[src/rtl/xs3_word_converter.sv]
// Multi-digit BCD <-> excess-3 word converter: one nibble per clock, LSD first, valid/ready on both sides.
// Optional range checking is enabled by defining ERR_DETECT_EN.
module xs3_word_converter #(
  parameter int DIGITS = 4
) (
  input  logic                  clk,
  input  logic                  rst_n,
  input  logic                  in_valid,
  output logic                  in_ready,
  input  logic                  in_mode,
  input  logic [4*DIGITS-1:0]   in_data,
  output logic                  out_valid,
  input  logic                  out_ready,
  output logic [4*DIGITS-1:0]   out_data,
  output logic                  out_err
);

  localparam int CW = $clog2(DIGITS + 1);

  typedef enum logic [1:0] {
    IDLE = 2'd0,
    CONV = 2'd1,
    DONE = 2'd2
  } state_t;

  state_t              state_r, state_next;
  logic                mode_r, mode_next;
  logic [CW-1:0]       cnt_r, cnt_next;
  logic [4*DIGITS-1:0] data_next;
  logic                valid_next, ready_next, err_next;
  logic [3:0]          cur_digit_s;
  logic [4:0]          conv_s;

  // Returns {invalid, result}; invalid is only ever raised when range checking is built in.
  function automatic logic [4:0] conv_digit(input logic [3:0] d, input logic mode);
    logic [3:0] res;
    logic       bad;
    if (mode == 1'b0) begin
      res = d + 4'd3;
      bad = (d > 4'd9);
    end else begin
      res = d - 4'd3;
      bad = (d < 4'd3) || (d > 4'd12);
    end
`ifdef ERR_DETECT_EN
    if (bad) begin
      res = 4'hF;
    end else begin
      res = res;
    end
`else
    bad = 1'b0;
`endif
    return {bad, res};
  endfunction

  // Select the digit addressed by the counter and convert it.
  always_comb begin
    cur_digit_s = 4'd0;
    for (int i = 0; i < DIGITS; i++) begin
      if (cnt_r == CW'(i)) begin
        cur_digit_s = out_data[4*i +: 4];
      end else begin
        cur_digit_s = cur_digit_s;
      end
    end
    conv_s = conv_digit(cur_digit_s, mode_r);
  end

  // Next-state and next-output logic.
  always_comb begin
    state_next = state_r;
    data_next  = out_data;
    mode_next  = mode_r;
    cnt_next   = cnt_r;
    valid_next = out_valid;
    ready_next = in_ready;
    err_next   = out_err;
    case (state_r)
      IDLE: begin
        if (in_valid && in_ready) begin
          data_next  = in_data;
          mode_next  = in_mode;
          err_next   = 1'b0;
          cnt_next   = '0;
          ready_next = 1'b0;
          state_next = CONV;
        end else begin
          ready_next = 1'b1;
        end
      end
      CONV: begin
        for (int i = 0; i < DIGITS; i++) begin
          if (cnt_r == CW'(i)) begin
            data_next[4*i +: 4] = conv_s[3:0];
          end else begin
            data_next[4*i +: 4] = out_data[4*i +: 4];
          end
        end
        err_next = out_err | conv_s[4];
        // Last digit written on this edge: result becomes visible next cycle.
        if (cnt_r == CW'(DIGITS - 1)) begin
          cnt_next   = '0;
          valid_next = 1'b1;
          state_next = DONE;
        end else begin
          cnt_next = cnt_r + CW'(1);
        end
      end
      DONE: begin
        if (out_ready) begin
          valid_next = 1'b0;
          ready_next = 1'b1;
          state_next = IDLE;
        end else begin
          valid_next = 1'b1;
        end
      end
      default: begin
        valid_next = 1'b0;
        ready_next = 1'b1;
        state_next = IDLE;
      end
    endcase
  end

  // State and registered outputs with synchronous active-low reset.
  always_ff @(posedge clk) begin
    if (!rst_n) begin
      state_r   <= IDLE;
      mode_r    <= 1'b0;
      cnt_r     <= '0;
      in_ready  <= 1'b1;
      out_valid <= 1'b0;
      out_data  <= '0;
      out_err   <= 1'b0;
    end else begin
      state_r   <= state_next;
      mode_r    <= mode_next;
      cnt_r     <= cnt_next;
      in_ready  <= ready_next;
      out_valid <= valid_next;
      out_data  <= data_next;
      out_err   <= err_next;
    end
  end

endmodule

[config.mk]
export PLATFORM = sky130hd
export DESIGN_NAME = xs3_word_converter
export DESIGN_NICKNAME = d
export VERILOG_FILES = /design/src/rtl/xs3_word_converter.sv
export SDC_FILE = /design/constraint.sdc
export NUM_CORES = 1
export LEC_CHECK = 0
export CORE_MARGIN = 4
export CORE_UTILIZATION = 40
export DETAILED_ROUTE_END_ITERATION = 8
export DONT_BUFFER_PORTS = 1
export PLACE_DENSITY = 0.66
export RECOVER_POWER = 50
export SYNTH_ARGS = -nofsm -noshare
export SYNTH_HDL_FRONTEND = slang
export SYNTH_SLANG_ARGS = --single-unit
[constraint.sdc]
create_clock -name clk -period 2.3 [get_ports clk]
set_clock_uncertainty 0.1 [all_clocks]
set_input_delay 0.23 -clock clk [delete_from_list [all_inputs] [get_ports clk]]
set_output_delay 0.23 -clock clk [all_outputs]
set_load 0.03 [all_outputs]
==> results.md, run 1 <==
Global route:
- The number of antenna violations at the first check in global routing is 0.
- The maximum number of pins on one net before global-route repair is 24.
- The first-pass GRT wire length is 6720 um.
- Global routing used 19.6% of the available tracks.
- The number of global-route vias before repair was 1399.
- Global routing finished with a remaining overflow of 0.

Power:
- The power per unit of standard cell area is 964 nW/um^2.
- The cell leakage power is 0.795 nW.
- VDD sags by at most 0.382 mV.
- The design draws 1.86 mW.

Finish:
- The final cell utilization of the core is 56.9%.
- After the last flow step, the layout net total stands at 241.
- The area added between synthesis and finish is 36.3%.
- The area taken by flip-flops and latches is 488 sq um.
- The area of the multi-input gates is 1000 sq um.
- Fill cells in the final layout number 280.
- 0 antenna diodes ended up in the layout.
- The final design instance area without fill is 1930 sq um.
- The proportion of layout cells with a drive suffix above 1 is 28.4%.

Critical path:
- The type of the worst setup path is flip-flop to flip-flop.
- The largest fanout of any net on the critical path is 5.
- The highest-delay cell along the critical path is sky130_fd_sc_hd__fa_2.
- Traced cell by cell, the critical path runs through inv_4 > ha_4 > nand3b_1 > a21oi_2 > a21oi_2 > nor2_2 > a21oi_2 > or2_4 > fa_2 > nor2_4 > a21oi_2 > nand2_1 > o211a_1.
- The reg-to-reg setup timing slack is -0.31 ns.
- In this run the critical register-to-register path is captured at out_data[5].
- The most repeated library cell on the critical path is sky130_fd_sc_hd__a21oi_2.
- For this run, the slowest stage of the critical path takes 0.55 ns.
- The startpoint type of the worst setup path is a flip-flop.
- The start of the worst register-to-register path is cnt_r[1].
- The worst setup path is captured at a flip-flop.
- Measured in cells, the most critical reg-to-reg path has a length of 13.
- The required time at the worst-slack endpoint is 2.45 ns.
- The data arrival time of the worst path is 2.76 ns.

Timing:
- Setup repair after global routing could not meet its margin everywhere.
- Once routing completed, OpenROAD measured the worst setup slack at -0.312 ns.
- The number of hold violations in the final report is 0.
- The worst slew slack as a fraction of its limit is 46.3%.
- For the finished layout, the period the worst path requires is 2.61 ns.
- Hold timing on the final database bottoms out at a slack of 0.0129 ns.
- For this run, the top clock speed supported by timing is 383 MHz.
- Setup violations remaining at the end of the flow were counted as 12.
- The final cycle utilization of the critical path is 114%.
- At the pin with the least slew margin, the transition time is 0.802 ns.
- The count of final max-slew check failures is 0.

Floorplan:
- The die covers 4550 sq um.
- The area of the core is 3390 sq um.
- During I/O placement, the number of pins put on the boundary was 40.
- Row generation in the floorplan step produced 21 rows.
- From left edge to right edge, the die measures 67.5 um.
- The starting density of the core is 41.7%.
- In this run the vertical extent of the chip is 67.5 um.

Yosys:
- The synthesized cell area is 1420 sq um.
- The most common cell in the synthesized netlist is sky130_fd_sc_hd__dfxtp_1.
- The number of standard cells after synthesis is 170.
- The post-synthesis net count is 202.
- The portion of synthesized cell area occupied by the leading cell type is 34.0%.
- The top flip-flop cell by instance count after synthesis is sky130_fd_sc_hd__dfxtp_1.
- After synthesis, the most frequently instantiated cells are sky130_fd_sc_hd__dfxtp_1, sky130_fd_sc_hd__nand2_1, sky130_fd_sc_hd__a21oi_1.
- The mean cell area of the mapped netlist is 8.32 sq um.
- The number of enable flip-flop cells after synthesis is 0.
- Of all flip-flops after synthesis, the portion carrying an async set or reset was 0%.
- The part of the Yosys area used for sequential elements is 34.0%.
- The warning count from the yosys run is 0.
- Of all cell types, the one taking the most synthesized area is sky130_fd_sc_hd__dfxtp_1.
- The synthesized netlist contains 37 unique library cells.
- By area the synthesized netlist is led by sky130_fd_sc_hd__dfxtp_1, sky130_fd_sc_hd__ha_1, sky130_fd_sc_hd__a21oi_1.
- After synthesis the netlist holds a flip-flop and latch count of 24.

Clock network:
- The worst-skew pair later-pin latency is 0.33 ns.
- The H-tree depth is 1.
- The TritonCTS clock tree is done.
- In this run the clock root is driven by a sky130_fd_sc_hd__clkbuf_4.
- Clock-pin slew was measured on the worst setup and hold paths at 0.15 ns.
- The tree built by TritonCTS fans out to 24 sinks.
- The clock passes through at most 2 buffers.
- The number of buffers created by CTS is 3.

Drt:
- The overall via count from detail_route is 1401.
- The pre-antenna-repair detailed-routing pass consisted of 5 iterations.
- The first routing iteration left 101 violations.
- The final antenna-violating net count is 0.
- After detailed routing, the number of vias per cell comes to 5.52.
- The average wire per standard cell is 16.8 um.
- The final routed DRC violation total is 0.
- The total wire length is 4280 um.

Place:
- The HPWL after detailed placement is 3030 um.
- The pre-CTS setup slack is -0.213 ns.
- The congestion estimate from routability-driven global placement came to 0.786.
- Once placement finished, the instance area stood at 1690 sq um.
- The number of I/O port buffers is 0.

Worst hold path:
- The startpoint identified for the worst hold timing path is in_data[15].
- The worst hold path terminates at out_data[15].
- The classification of the worst-slack hold path is primary input to flip-flop.
- The worst hold path was traced through 2 stages.

Run status:
- The flow ran to the end, but the final reports show violations.
- The final reports fail on setup timing.

Flow run:
- The tool flagged a number of max-cap violations equal to 0.
[metal layers]
metal / vias up / routed length, um / track usage (%)
li1: 680 / - / -
met1: 663 / 1720 / 24.0
met2: 49 / 2240 / 33.2
met3: 9 / 231 / 2.83
met4: 0 / 89 / 9.62
met5: - / 0 / 0
[state kept, by name (all words and copies together) (netlist names)]
register and flops:
out_data 16, cnt_r 3, state_r 2, in_ready 1, mode_r 1, out_valid 1
[cells in the final DEF (no fill, tap or decap), drive strengths merged, types with 3 or more instances in the layout]
cell type,instances
ha,10
buf,22
inv,10
a21oi,20
clkbuf,16
nand2,21
dfxtp,24
nor2b,5
a31oi,8
o21ai,10
o221ai,4
nand2b,3
dlygate4sd3,7
o211a,8
nor2,12
[area by class of cell]
| cell class | instances | area share (%) |
|---|---|---|
| Clock buffer | 3 | 1.17 |
| Multi-Input combinational cell | 128 | 52.0 |
| Timing Repair Buffer | 42 | 14.7 |
| Sequential cell | 24 | 25.3 |
| Tap cell | 46 | 2.99 |
| Inverter | 10 | 2.21 |
| Clock inverter | 1 | 1.56 |
[power breakdown]
group / total [mW] / internal (mW) / switching [mW]
Clock: 0.322 / 0.176 / 0.145
Combinational: 0.968 / 0.373 / 0.595
Sequential: 0.570 / 0.498 / 0.0713
Total: 1.86 / 1.05 / 0.812
[kinds of logic (layout without fill, tap and decap cells)]
kind of cell / after synthesis / after routing / synth area share [%]
adders and majority gates: 11 / 11 / 10.3
and+or+nand+nor: 53 / 53 / 18.1
muxes: 2 / 2 / 1.41
xor gates and xnor gates: 3 / 3 / 1.86
AOI/OAI and AO/OA: 58 / 58 / 28.5
DFF: 24 / 24 / 34.0
other: 1 / 1 / 0.265
buffers and inverters: 18 / 56 / 5.66
[timing repair]
action,4_1_cts,5_1_grt
endpoints found under the setup margin,12,13
pin swaps,12,11
hold buffers,7,0
setup buffers,1,2
gates resized for setup,16,18
endpoints found under the hold margin,24,0
[critical path, delay by kind of cell (launching register included)]
family / cells / cell delay [ns]
flops: 1 / 0.38
simple gates: 5 / 0.71
fa+ha+maj: 2 / 0.71
buf+inv: 1 / 0.05
compound gates: 5 / 0.59
[per-stage QoR]
step / TNS (ns) / cells
6_report: -2.46 / 254
5_1_grt: -3.56 / 254
4_1_cts: -0.894 / 252
3_5_place_dp: -1.90 / 240
3_3_place_gp: -0.479 / 240
2_1_floorplan: -0.125 / 170
[how the worst max path moves through the flow]
stage	cells past startpoint	endpoint	startpoint	slack (ns)
after floorplan	13	out_data[5]	cnt_r[1]	-0.02
after global placement	14	out_data[2]	cnt_r[0]	-0.08
after detailed placement	14	out_data[2]	cnt_r[0]	-0.21
after CTS	13	out_data[5]	cnt_r[1]	-0.14
after global routing	14	out_data[14]	cnt_r[1]	-0.39
final	13	out_data[5]	cnt_r[1]	-0.31
No activity file was read; power rests on OpenSTA's default activity.
==> inputs of run 2 (changes only) <==
--- a/config.mk
+++ b/config.mk
@@ -5,6 +5,7 @@
 export SDC_FILE = /design/constraint.sdc
 export NUM_CORES = 1
 export LEC_CHECK = 0
+export ABC_AREA = 1
 export CORE_MARGIN = 4
 export CORE_UTILIZATION = 40
 export DETAILED_ROUTE_END_ITERATION = 8
==> run 2 against run 1 <==
The flow now finishes without violations. First-iteration DRC count fell by 12%. Fmax rose by 20%. Setup slack improved by 0.43 ns. Largest power group unchanged.
==> results.md, run 2 <==
Clock network:
- The H-tree depth is 1 (unchanged).
- The number of buffers created by CTS is 3 (unchanged).
- The worst-skew pair later-pin latency is 0.33 ns (about the same).
- The maximum buffer depth of the clock tree came to 2 (unchanged).
- The number of clock sinks came to 24 (unchanged).
- The TritonCTS clock tree is done (unchanged).
- The post-CTS clock slew at the launch and capture registers of the worst setup and hold paths came to 0.13 ns (was 0.15 ns).
- The root cell of the clock tree is sky130_fd_sc_hd__clkbuf_4 (unchanged).

Place:
- The number of I/O port buffers was 0 (unchanged).
- The last weighted congestion value of the routability-driven placer was 0.840 (was 0.786).
- The HPWL after detailed placement is 2880 um (was 3030 um).
- The instance area at placement is 1600 sq um (was 1690 sq um).

Finish:
- The area added between synthesis and finish is 33.2% (was 36.3%).
- The register ranked first by flip-flop count is out_data (unchanged).
- The number of filler cells placed in the layout is 313 (was 280).
- Registers with the highest flip-flop counts: out_data (16), cnt_r (3), state_r (2) (unchanged).
- The number of flip-flops in the largest register is 16 (unchanged).
- The proportion of layout cells with a drive suffix above 1 is 26.9% (was 28.4%).
- Leaving out fill and tap cells, the most frequent cell in the layout is sky130_fd_sc_hd__nand2_1.
- The final design instance area without fill is 1890 sq um (was 1930 sq um).
- Commonest non-fill, non-tap cells in the layout: sky130_fd_sc_hd__nand2_1, sky130_fd_sc_hd__o21ai_0, sky130_fd_sc_hd__dfxtp_1 (was sky130_fd_sc_hd__dfxtp_1, sky130_fd_sc_hd__buf_4, sky130_fd_sc_hd__nand2_1).
- The final net count is 268 (was 241).
- The diode insertion count for antenna repair was 0 (unchanged).

Drt:
- The detailed-route vias per instance came to 5.26 (was 5.52).
- The average wire per standard cell came to 14.6 um (was 16.8 um).
- The final antenna-violating net count is 0 (unchanged).
- The overall via count from detail_route is 1472 (was 1401).
- The total iterations of the first detailed-routing run is 4 (was 5).
- The total wire length is 4090 um (was 4280 um).
- The initial DRC count is 89 (was 101).
- The final routed DRC violation total was 0 (unchanged).

Global route:
- The total routing resource utilization after global routing is 17.7% (was 19.6%).
- The final global-route overflow total is 0 (unchanged).
- The number of antenna violations at the first check in global routing is 0 (unchanged).
- The maximum number of pins on one net before global-route repair is 22 (was 24).
- The number of global-route vias before repair came to 1319 (was 1399).
- The first-pass GRT wire length is 6110 um (was 6720 um).

Critical path:
- The largest fanout of any net on the critical path is 4 (was 5).
- Chain of cells forming the critical path: inv_2 > ha_2 > inv_2 > nor2_4 > nand3_2 > nand3_2 > a22oi_2 > inv_1 > ha_1 > nand2_1 > inv_1 > nand2_1 > nand2_1 > nand2_2 > nand3_4 > a21oi_2 (was inv_4 > ha_4 > nand3b_1 > a21oi_2 > a21oi_2 > nor2_2 > a21oi_2 > or2_4 > fa_2 > nor2_4 > a21oi_2 > nand2_1 > o211a_1).
- The endpoint type of the worst setup path is a flip-flop (unchanged).
- The required time at the worst-slack endpoint is 2.47 ns (was 2.45 ns).
- The start of the worst register-to-register path was cnt_r[0] (was cnt_r[1]).
- The startpoint type of the worst setup path is a flip-flop (unchanged).
- The data arrival time of the worst path is 2.35 ns (was 2.76 ns).
- The worst setup path startpoint is cnt_r[0] (was cnt_r[1]).
- The type of the worst setup path is flip-flop to flip-flop (unchanged).
- The highest cell delay on the worst timing path is 0.40 ns (was 0.55 ns).
- The highest-delay cell along the critical path is sky130_fd_sc_hd__dfxtp_4 (was sky130_fd_sc_hd__fa_2).
- The most repeated library cell on the critical path is sky130_fd_sc_hd__nand2_1 (was sky130_fd_sc_hd__a21oi_2).

Timing:
- The fmax is 459 MHz (was 383 MHz).
- The final cycle utilization of the critical path was 94.8% (was 114%).
- The minimum hold slack was 0.000501 ns (was 0.0129 ns).
- The actual transition at the worst max-transition pin is 0.651 ns (was 0.802 ns).
- The worst slew slack as a fraction of its limit is 56.5% (was 46.3%).
- The final period demand of the worst path was 2.18 ns (was 2.61 ns).
- The number of setup violations in the final report is 0 (was 12).
- The number of hold violations in the final report came to 0 (unchanged).
- RSZ-0062 raised after global routing: true (unchanged).
- The count of final max-slew check failures is 0 (unchanged).

Floorplan:
- The die width is 67.6 um (was 67.5 um).
- The number of I/O pins was 40 (unchanged).
- The number of cell rows came to 21 (unchanged).
- The floorplan die height is 67.6 um (was 67.5 um).
- The starting density of the core was 41.9% (was 41.7%).
- The area of the core came to 3390 sq um (unchanged).
- The die area is 4560 sq um (was 4550 sq um).

Yosys:
- The number of standard cells after synthesis is 199 (was 170).
- The part of the Yosys area used for sequential elements is 33.9% (was 34.0%).
- The portion of synthesized cell area occupied by the leading cell type is 33.9% (was 34.0%).
- The most common cell in the synthesized netlist is sky130_fd_sc_hd__nand2_1 (was sky130_fd_sc_hd__dfxtp_1).
- The cell type with the highest aggregate area in the netlist is sky130_fd_sc_hd__dfxtp_1 (unchanged).
- The synthesized cell area is 1420 sq um (about the same).
- Synth top cells by count: sky130_fd_sc_hd__nand2_1, sky130_fd_sc_hd__o21ai_0, sky130_fd_sc_hd__dfxtp_1 (was sky130_fd_sc_hd__dfxtp_1, sky130_fd_sc_hd__nand2_1, sky130_fd_sc_hd__a21oi_1).
- The mean cell area of the mapped netlist is 7.13 sq um (was 8.32 sq um).
- The warning count from the yosys run is 0 (unchanged).
- The post-synthesis net count is 231 (was 202).
- Ranking of synthesized cells by area: sky130_fd_sc_hd__dfxtp_1, sky130_fd_sc_hd__nand2_1, sky130_fd_sc_hd__ha_1 (was sky130_fd_sc_hd__dfxtp_1, sky130_fd_sc_hd__ha_1, sky130_fd_sc_hd__a21oi_1).
- The top flip-flop cell by instance count after synthesis is sky130_fd_sc_hd__dfxtp_1 (unchanged).
- The share of flip-flops with an asynchronous set or reset after synthesis is 0% (unchanged).
- The number of enable flip-flop cells after synthesis came to 0 (unchanged).
- The number of synthesized register bits is 24 (unchanged).
- The number of distinct library cells after synthesis is 28 (was 37).

Power:
- The switching part of the total was 54.5% (was 43.7%).
- The post-layout total power is 3.09 mW (was 1.86 mW).
- The worst supply voltage drop on vdd came to 0.707 mV (was 0.382 mV).
- The power per unit of standard cell area was 1640 nW/um^2 (was 964 nW/um^2).
- The part of the power in registers is 28.0% (was 30.6%).
- The cell leakage power is 0.832 nW (was 0.795 nW).
- The fraction of power consumed by combinational cells is 65.8% (was 52.1%).
- The clock group share of total power is 6.2% (was 17.3%).
- The switching power of the nets is 1.69 mW (was 0.812 mW).
- The cell-internal power is 1.41 mW (was 1.05 mW).

Flow run:
- The total of max-cap violations was 0 (unchanged).

Worst hold path:
- The classification of the worst-slack hold path is primary input to flip-flop (unchanged).
- The worst min-delay path startpoint was in_data[4] (was in_data[15]).

Run status:
- Result of the run: finished clean (was complete, but fails checks).
-- run 2: changes by cell type in the layout (fill, tap and decap cells not counted), moves of 7 or more --
cell / delta
sky130_fd_sc_hd__o21ai_0: +15
sky130_fd_sc_hd__inv_2: +9
sky130_fd_sc_hd__nand3_1: +9
sky130_fd_sc_hd__a21oi_1: +9
sky130_fd_sc_hd__inv_1: +10
sky130_fd_sc_hd__nand2_1: +13
sky130_fd_sc_hd__nand2_2: +7
sky130_fd_sc_hd__o211a_1: -8
sky130_fd_sc_hd__buf_4: -9
sky130_fd_sc_hd__nor2_1: -7
-- run 2: worst paths after layout --
kind / to / slack (ns) / cells past startpoint
hold reg to reg: cnt_r[2] / 0.41 / 2
setup / recovery: out_data[7] / 0.12 / 16
setup reg to reg: out_data[7] / 0.12 / 16
hold / removal: out_data[4] / 0.0005 / 2
-- run 2: metrics by stage --
| step | std cells | worst slack (ns) | setup TNS, ns | util (%) |
|---|---|---|---|---|
| global placement | 260 | -0.120 | -0.374 | 47.2 |
| floorplan | 199 | 0.137 | 0 | - |
| detailed placement | 260 | -0.104 | -0.271 | 47.2 |
| finish | 280 | 0.119 | 0 | 55.8 |
| global route | 280 | -0.0706 | -0.286 | 55.8 |
| CTS | 276 | 0.0333 | 0 | 52.3 |
-- run 2: critical path, delay by kind of cell (launching register included) --
| kind | cells | cell delay (ns) |
|---|---|---|
| and+or+nand+nor | 8 | 0.58 |
| adders and majority gates | 2 | 0.46 |
| DFF | 1 | 0.40 |
| buffers and inverters | 4 | 0.25 |
| AOI/OAI and AO/OA | 2 | 0.35 |
-- run 2: cell type report --
| class | instances | area (sq um) | area share, % |
|---|---|---|---|
| inverter | 28 | 108 | 5.69 |
| tap | 46 | 57.6 | 3.04 |
| sequential | 24 | 489 | 25.9 |
| timing repair buffer | 37 | 269 | 14.2 |
| multi-input combinational | 142 | 945 | 50.0 |
| clock buffer | 3 | 22.5 | 1.19 |
-- run 2: timing repair --
| item | in CTS | in global routing |
|---|---|---|
| hold endpoints to repair | 24 | 0 |
| hold buffers | 13 | 0 |
| gates resized for setup | 6 | 38 |
| endpoints found under the setup margin | 11 | 12 |
| pin swaps | 0 | 14 |
| buffers inserted | 0 | 4 |
-- run 2: kinds of logic (layout without fill, tap and decap cells) --
logic type      count (synthesis)  in the layout  share of synthesized area (%)
mux                             1              1                          0.705
xor+xnor                        1              1                          0.617
fa+ha+maj                      11             11                           10.2
buf+inv                        33             68                           9.17
other cells                     1              1                          0.264
flops                          24             24                           33.9
compound gates                 64             64                           25.4
simple gates                   64             64                           19.8
-- run 2: metal layers --
metal | part of all wire (%) | wire [um] | up-vias | track usage (%)
li1 | - | - | 738 | -
met1 | 46 | 1860 | 683 | 24.2
met2 | 48 | 1940 | 46 | 27.9
met3 | 5.4 | 219 | 5 | 3.16
met4 | 1.5 | 62 | 0 | 6.33
met5 | 0 | 0 | - | 0
-- run 2: power by group through the flow --
stage	clock, mW	sequential [mW]	combinational (mW)
after floorplan	0	1.01	1.05
after global placement	0	0.856	1.74
after detailed placement	0	0.858	1.75
after CTS	0.200	0.853	1.81
after global routing	0.204	0.887	2.26
final	0.193	0.866	2.03
==> inputs of run 3 (changes only) <==
--- a/config.mk
+++ b/config.mk
@@ -6,7 +6,7 @@
 export NUM_CORES = 1
 export LEC_CHECK = 0
 export ABC_AREA = 1
-export CORE_MARGIN = 4
+export CORE_MARGIN = 2
 export CORE_UTILIZATION = 40
 export DETAILED_ROUTE_END_ITERATION = 8
 export DONT_BUFFER_PORTS = 1
==> run 3 against run 2 <==
Sequential power grew 1%. Largest power group unchanged. Final cell count grew 0.71%. Clock power grew 65%. Non-clock buffer count grew 1. Critical endpoint is now out_data[9]. Sequential share of layout area shrank 0.22 points. The run now ends with hold timing left. Routed wire length shrank 1.6%.
==> results.md, run 3 (synthesis gave the netlist of run 2 again) <==
Drt:
- The average wire per standard cell is 14.3 um (was 14.6 um).
- The final routed DRC violation total is 0 (unchanged).
- The total wire length came to 4030 um (was 4090 um).
- The initial DRC count is 72 (was 89).
- The overall via count from detail_route is 1472 (unchanged).
- The final antenna-violating net count is 0 (unchanged).
- The detailed-route vias per instance is 5.22 (was 5.26).
- The total iterations of the first detailed-routing run is 4 (unchanged).

Worst hold path:
- The hold-critical path depth came to 2 (unchanged).
- The worst min-delay path startpoint is in_data[15] (was in_data[4]).
- The worst hold endpoint is out_data[15] (was out_data[4]).
- The classification of the worst-slack hold path is primary input to flip-flop (unchanged).

Timing:
- The actual transition at the worst max-transition pin is 0.678 ns (was 0.651 ns).
- The final period demand of the worst path was 2.23 ns (was 2.18 ns).
- The fmax came to 448 MHz (was 459 MHz).
- The minimum hold slack is -0.00376 ns (was 0.000501 ns).
- The count of final max-slew check failures is 0 (unchanged).
- RSZ-0062 raised after global routing: true (unchanged).
- The number of setup violations in the final report is 0 (unchanged).
- The final cycle utilization of the critical path came to 97.0% (was 94.8%).
- The number of hold violations in the final report is 3 (was 0).
- The worst slew slack as a fraction of its limit is 54.7% (was 56.5%).

Critical path:
- The data arrival time of the worst path is 2.41 ns (was 2.35 ns).
- The start of the worst register-to-register path is cnt_r[0] (unchanged).
- The largest fanout of any net on the critical path is 5 (was 4).
- The cell depth of the worst flop-to-flop path is 10 (was 16).
- The endpoint type of the worst setup path is a flip-flop (unchanged).
- The startpoint type of the worst setup path is a flip-flop (unchanged).
- The highest-delay cell along the critical path is sky130_fd_sc_hd__fa_1 (was sky130_fd_sc_hd__dfxtp_4).
- The reg-to-reg setup timing slack is 0.07 ns (was 0.12 ns).
- Chain of cells forming the critical path: inv_1 > ha_2 > inv_2 > nor2_4 > nand3_1 > nand3_2 > a22oi_2 > fa_1 > or2_4 > a31oi_1 (was inv_2 > ha_2 > inv_2 > nor2_4 > nand3_2 > nand3_2 > a22oi_2 > inv_1 > ha_1 > nand2_1 > inv_1 > nand2_1 > nand2_1 > nand2_2 > nand3_4 > a21oi_2).
- The highest cell delay on the worst timing path is 0.49 ns (was 0.40 ns).
- The required time at the worst-slack endpoint is 2.48 ns (was 2.47 ns).
- The end of the worst register-to-register path is out_data[9] (was out_data[7]).
- The type of the worst setup path is flip-flop to flip-flop (unchanged).

Global route:
- The first-pass GRT wire length is 6440 um (was 6110 um).
- The maximum number of pins on one net before global-route repair is 24 (was 22).
- The number of global-route vias before repair came to 1388 (was 1319).
- The final global-route overflow total was 0 (unchanged).
- The total routing resource utilization after global routing was 20.2% (was 17.7%).
- The number of antenna violations at the first check in global routing came to 0 (unchanged).

Finish:
- The diode insertion count for antenna repair was 0 (unchanged).
- The register ranked first by flip-flop count is out_data (unchanged).
- The proportion of layout cells with a drive suffix above 1 was 25.4% (was 26.9%).
- Registers with the highest flip-flop counts: out_data (16), cnt_r (3), state_r (2) (unchanged).
- The final net count is 269 (was 268).
- The most common library cell in the layout ignoring fill and taps was sky130_fd_sc_hd__nand2_1 (unchanged).
- The area added between synthesis and finish was 33.7% (was 33.2%).
- The number of flip-flops in the largest register is 16 (unchanged).
- Commonest non-fill, non-tap cells in the layout: sky130_fd_sc_hd__nand2_1, sky130_fd_sc_hd__o21ai_0, sky130_fd_sc_hd__dfxtp_1 (unchanged).
- The final cell utilization of the core came to 56.4% (was 55.8%).

Place:
- The HPWL after detailed placement came to 2730 um (was 2880 um).
- The number of I/O port buffers is 0 (unchanged).
- The last weighted congestion value of the routability-driven placer came to 0.791 (was 0.840).

Power:
- The worst supply voltage drop on vdd was 0.663 mV (was 0.707 mV).
- The cell leakage power is 0.853 nW (was 0.832 nW).
- The power per unit of standard cell area came to 1650 nW/um^2 (was 1640 nW/um^2).
- The post-layout total power is 3.14 mW (was 3.09 mW).

Floorplan:
- The number of cell rows is 21 (unchanged).
- The area of the core is 3360 sq um (was 3390 sq um).
- The die width is 63.6 um (was 67.6 um).
- The floorplan die height came to 63.6 um (was 67.6 um).
- The die area is 4040 sq um (was 4560 sq um).
- The starting density of the core is 42.2% (was 41.9%).
- The number of I/O pins is 40 (unchanged).

Clock network:
- The number of clock sinks came to 24 (unchanged).
- The post-CTS clock slew at the launch and capture registers of the worst setup and hold paths is 0.14 ns (was 0.13 ns).
- The root cell of the clock tree is sky130_fd_sc_hd__clkbuf_4 (unchanged).
- The number of buffers created by CTS is 3 (unchanged).
- The TritonCTS clock tree is done (unchanged).
- The maximum buffer depth of the clock tree is 2 (unchanged).
- The worst-skew pair later-pin latency was 0.34 ns (was 0.33 ns).
- The H-tree depth is 1 (unchanged).

Flow run:
- The total of max-cap violations was 0 (unchanged).

Run status:
- The final reports fail on hold timing.
- Result of the run: complete, but fails checks (was finished clean).
-- run 3: cell count changes in the layout (fill, tap and decap cells not counted) --
| cell | change |
|---|---|
| sky130_fd_sc_hd__a21oi_1 | +2 |
| sky130_fd_sc_hd__a21oi_2 | -2 |
| sky130_fd_sc_hd__bufinv_16 | +1 |
| sky130_fd_sc_hd__clkbuf_1 | -1 |
| sky130_fd_sc_hd__dfxtp_2 | +1 |
| sky130_fd_sc_hd__dfxtp_4 | -1 |
| sky130_fd_sc_hd__dlygate4sd3_1 | +2 |
| sky130_fd_sc_hd__ha_2 | +2 |
| sky130_fd_sc_hd__ha_4 | -2 |
| sky130_fd_sc_hd__nand2_1 | +2 |
| sky130_fd_sc_hd__nand2_2 | -1 |
| sky130_fd_sc_hd__nand2_4 | -1 |
-- run 3: timing repair --
item,in CTS,in global routing
hold endpoints to repair,22,1
hold buffers,14,1
setup endpoints to repair,11,12
buffers inserted,1,4
pin swaps,0,14
gates resized for setup,5,31
-- run 3: layout make-up --
class	instances	area (sq um)
multi-input cells	142	907
flip-flops and latches	24	487
repair buffers	38	285
fillers	344	1470
clock inverters	1	30.0
inverters	28	108
clock buffers	3	22.5
well taps	46	57.6
-- run 3: report_power, final --
group | internal [mW] | switching (mW)
registers | 0.606 | 0.268
logic | 0.695 | 1.25
clock network | 0.177 | 0.141
-- run 3: critical path: cells and delay by family, from the launching register on --
kind	cells	cell delay, ns
flip-flops	1	0.39
adder cells (fa/ha/maj)	2	0.69
buffers and inverters	2	0.14
AND/OR/NAND/NOR	4	0.62
AO/OA/AOI/OAI	2	0.23
-- run 3: worst max-delay path by stage --
| stage | startpoint | to | cells past startpoint |
|---|---|---|---|
| finish | cnt_r[0] | out_data[9] | 10 |
| global route | cnt_r[0] | out_data[11] | 16 |
| CTS | cnt_r[1] | out_data[9] | 12 |
| detailed placement | cnt_r[0] | out_data[9] | 12 |
| global placement | cnt_r[0] | out_data[13] | 12 |
| floorplan | cnt_r[0] | out_data[13] | 12 |
-- run 3: metal layers --
metal	vias to the layer above	share of wire, %	global-route usage, %
li1	742	-	-
met1	695	46	25.8
met2	30	49	34.1
met3	5	3.6	3.57
met4	0	1.6	7.34
met5	-	0	0
-- run 3: stage by stage --
step | cells | setup TNS, ns | cell area, sq um | setup WS, ns
3_5_place_dp | 258 | -0.261 | 1590 | -0.0686
2_1_floorplan | 199 | 0 | 1420 | 0.137
5_1_grt | 282 | -0.295 | 1900 | -0.0601
4_1_cts | 277 | 0 | 1800 | 0.0533
6_report | 282 | 0 | 1900 | 0.0689
3_3_place_gp | 258 | -0.259 | 1590 | -0.0813
